--- config.mk ---
export PLATFORM = sky130hd
export DESIGN_NAME = instr_fetch
export DESIGN_NICKNAME = d
export VERILOG_FILES = /design/src/rtl/instr_fetch.sv
export SDC_FILE = /design/constraint.sdc
export NUM_CORES = 1
export LEC_CHECK = 0
export CORE_ASPECT_RATIO = 1.2
export CORE_MARGIN = 1
export CORE_UTILIZATION = 44
export CTS_CLUSTER_DIAMETER = 150
export DETAILED_ROUTE_END_ITERATION = 6
export PLACE_DENSITY_LB_ADDON = 0.25
export SYNTH_ARGS = -nofsm -noshare
export SYNTH_HDL_FRONTEND = slang
export SYNTH_SLANG_ARGS = --single-unit
--- constraint.sdc ---
create_clock -name clk -period 7.35 [get_ports clk]
set_input_delay 1.47 -clock clk [delete_from_list [all_inputs] [get_ports clk]]
set_output_delay 1.47 -clock clk [all_outputs]
set_load 0.05 [all_outputs]
--- src/rtl/instr_fetch.sv ---
// instr_fetch: RISC-V fetch stage; holds the PC, fetches words over req/ack, presents instr to decode.
// Ports: clk/reset (async, active-high); imem_req/imem_addr/imem_ack/imem_rdata memory handshake;
// instr/instr_valid/instr_ready decode handshake; pc, pc_plus4; pc_src/imm_ext/jalr_target next-PC inputs;
// misalign fault flag.
// Option: MISALIGN_TRAP_EN traps misaligned targets in FAULT; otherwise targets are forced word-aligned.
module instr_fetch #(
  parameter logic [31:0] RESET_PC = 32'h0000_0000
) (
  input  logic        clk,
  input  logic        reset,
  output logic        imem_req,
  output logic [31:0] imem_addr,
  input  logic        imem_ack,
  input  logic [31:0] imem_rdata,
  output logic [31:0] instr,
  output logic        instr_valid,
  input  logic        instr_ready,
  output logic [31:0] pc,
  output logic [31:0] pc_plus4,
  input  logic [1:0]  pc_src,
  input  logic [31:0] imm_ext,
  input  logic [31:0] jalr_target,
  output logic        misalign
);
  typedef enum logic [1:0] {
    IDLE,
    REQ,
`ifdef MISALIGN_TRAP_EN
    FAULT,
`endif
    HOLD
  } state_t;
  state_t state;
  logic [31:0] next_pc;
  assign imem_addr = pc;
  assign pc_plus4 = pc + 32'd4;
  always_comb next_pc = (pc_src == 2'b01) ? pc + imm_ext :
                        (pc_src == 2'b10) ? {jalr_target[31:1], 1'b0} : pc_plus4;
`ifndef MISALIGN_TRAP_EN
  assign misalign = 1'b0;
`endif
  always_ff @(posedge clk or posedge reset)
    if (reset) begin
      state       <= IDLE;
      pc          <= RESET_PC;
      instr       <= 32'h0000_0013;
      instr_valid <= 1'b0;
      imem_req    <= 1'b0;
`ifdef MISALIGN_TRAP_EN
      misalign    <= 1'b0;
`endif
    end else begin
      case (state)
        IDLE: begin
          state    <= REQ;
          imem_req <= 1'b1;
        end
        REQ: if (imem_ack) begin
          instr       <= imem_rdata;
          instr_valid <= 1'b1;
          imem_req    <= 1'b0;
          state       <= HOLD;
        end
        HOLD: if (instr_ready) begin
          instr_valid <= 1'b0;
`ifdef MISALIGN_TRAP_EN
          pc <= next_pc;
          if (next_pc[1:0] != 2'b00) begin
            misalign <= 1'b1;
            state    <= FAULT;
          end else begin
            imem_req <= 1'b1;
            state    <= REQ;
          end
`else
          pc       <= next_pc & ~32'h3;
          imem_req <= 1'b1;
          state    <= REQ;
`endif
        end
`ifdef MISALIGN_TRAP_EN
        FAULT: state <= FAULT;
`endif
        default: state <= IDLE;
      endcase
    end
endmodule

==> results.yml <==
placement:
  dp_hpwl_um: 13200
  dp_worst_setup_slack_ps: 2700
  port_buffers: 221
  place_congestion: 0.992
yosys:
  synth_area_leader_cell: "dfrtp_1"
  synth-edff-count: 0
  synth_commonest_cells: "nor2_1, dfrtp_1, a21oi_1, nand2_1"
  synth_seq_area_share_pct: 30.1
  yosys_warnings: 0
  async_reset_ff_share_pct: 100
  synth_cell_type_count: 63
  synth_top_area_share_pct: 28.7
  synth_area_leaders: "dfrtp_1, mux2_2, ha_1"
  synth.cell_area_um2: 5500
  synthCells: 649
  postSynthAreaPerCell_um2: 8.47
  yosysMostFrequentCell: "nor2_1"
  ys_seq_elements: 66
  synth_ff_type: "dfrtp_1"
setup_path:
  start_kind: "register"
  end_kind: "output port"
  slowest_stage: "clkdlybuf4s50_1"
  r2r_cells: 11
  critPathMaxFanout: 7
  path_cells: "ha_1 -> nand3_1 -> nor2b_1 -> nand3_1 -> nor2_1 -> xor2_1 -> clkdlybuf4s50_1"
  reg2reg_slack_ps: 4060
  critical_path_class: "register to output port"
  rr_endpoint: "imem_addr[31]"
  r2r-start: "imem_addr[10]"
  crit_path_max_incr_delay_ps: 810
  crit_top_cell: "nand3_1"
  cp-startpoint: "imem_addr[3]"
  arrival_ps: 3590
  cp_data_required_time_ps: 5880
clock_tree:
  cts.sinks: 66
  hold_buffers: 0
  htreeDepth: 3
  post_cts_buffers: 0
  root_buffer: "clkbuf_16"
  cts.clk_slew.worst_paths_ps: 60
  cts_tree: "yes"
  post_cts_resized: 0
  clock_latency_ps: 340
  clockBufferDepth: 2
  numCtsBuffers: 9
power:
  power.density_nw_per_um2: 526
  ir_drop_uv: 422
  design_power_total_mw: 4.16
  p_leak_nw: 3.23
timing:
  finalHoldViolCount: 0
  period_share_pct: 68.8
  finalCriticalPeriod_ps: 5060
  max_freq_mhz: 198
  setup_viol: 0
  tns_ps: 0
  tightestPinTransition_ps: 906
  fin_skew_ps: 6.02
  rsz0062_at_grt: "no"
  relSlewSlack_pct: 39.6
  slew_viol_final: 0
  setup_ws_ps: 2290
layout:
  diodes: 0
  final_util_pct: 65.3
  synthToLayoutAreaGrowth_pct: 44.0
  drive_gt1_share_pct: 8.42
  multiInputGateArea_um2: 3400
  fillers: 1025
  nNetsFinal: 959
  seq_area_um2: 1660
hold_path:
  hold_path_class: "register to register"
  min_from: "instr_valid"
  min_to: "instr_valid"
  holdPathStages: 2
floorplanning:
  rows: 44
  initial_core_util_pct: 45.4
  core_um2: 12100
  boundaryPins: 233
  die_w_um: 104
  die_area_um2: 12900
  die_h_um: 124
route:
  first_pass_iters: 5
  first_iter_violations: 272
  drc: 0
  vias: 5493
  ant_nets: 0
  wire_per_inst_um: 17.7
  drt-total-wl_um: 17600
  via_per_inst: 5.54
global_route:
  grt_max_degree: 67
  grt_pass1_vias: 5551
  grt_pass1_wl_um: 27900
  grt_use_total_pct: 27.2
  grt_overflow_total: 0
  antenna_found_initial: 0
status:
  status: "finished clean"
job:
  drv_cap: 0
==> worst max path at each step <==
stage | end | slack (ps) | depth (start not counted)
2_1_floorplan | pc_plus4[27] | 3100 | 7
3_3_place_gp | imem_addr[31] | 2700 | 12
3_5_place_dp | pc_plus4[24] | 2700 | 7
4_1_cts | pc_plus4[24] | 2310 | 7
5_1_grt | pc_plus4[24] | 2110 | 7
6_report | pc_plus4[28] | 2290 | 7
==> cell usage in the layout, fill, tap and decap left out, types with 6 or more instances in the layout <==
cell               n
conb_1             7
clkbuf_16          9
clkdlybuf4s50_1  221
a21oi_1           60
mux2_2            35
buf_4              6
nand4_1           10
a221oi_1           6
ha_1              30
a21o_1            10
o22ai_1            7
nand3_1           20
xor2_1            20
o21bai_1           8
dfrtp_1           63
nor2_1            68
mux2i_1           18
xnor2_1           31
o21ai_0           37
nand2_1           57
inv_1             16
==> area by class of cell <==
cell class	count	share of cell area, %
inverters	17	0.807
multi-input cells	505	43.0
clock buffers	10	3.02
flip-flops and latches	66	20.9
well taps	161	2.55
repair buffers	227	28.5
clock inverters	6	1.14
==> where the power goes <==
group	switching (mW)	total, mW	leakage (nW)	internal, mW
Clock	0.173	0.480	0.159	0.307
Combinational	1.88	2.93	2.30	1.05
Sequential	0.212	0.750	0.765	0.538
==> worst max-delay path: cells and delay by family, from the launching register on <==
kind | cells | cell delay [ps]
and+or+nand+nor | 4 | 1440
buffers and inverters | 1 | 810
DFF | 1 | 500
xor gates and xnor gates | 1 | 180
adders and majority gates | 1 | 300
==> kinds of logic after synthesis <==
group / Yosys count / share of synthesized area [%]
flops: 66 / 30.1
simple gates: 187 / 15.2
other cells: 1 / 0.0682
compound gates: 176 / 20.5
mux: 53 / 10.5
buf+inv: 84 / 8.33
fa+ha+maj: 31 / 7.19
xor+xnor: 51 / 8.13
==> state kept, by name (all words and copies together) (netlist names) <==
signal,cells
state,2
instr,32
instr_valid,1
imem_addr,30
imem_req,1
==> metrics by stage <==
step	std cells	area (um^2)	hold slack, ps
2_1_floorplan	655	5520	468
3_3_place_gp	976	7580	464
3_5_place_dp	976	7580	471
4_1_cts	992	7910	485
5_1_grt	992	7910	515
6_report	992	7910	480
==> per-layer routing <==
metal	share of wire [%]	global-route usage, %
met3	5.6	3.45
met2	51	48.5
met1	40	32.5
met4	3.2	12.1
met5	0	0
(Power assumes the default switching activity.)
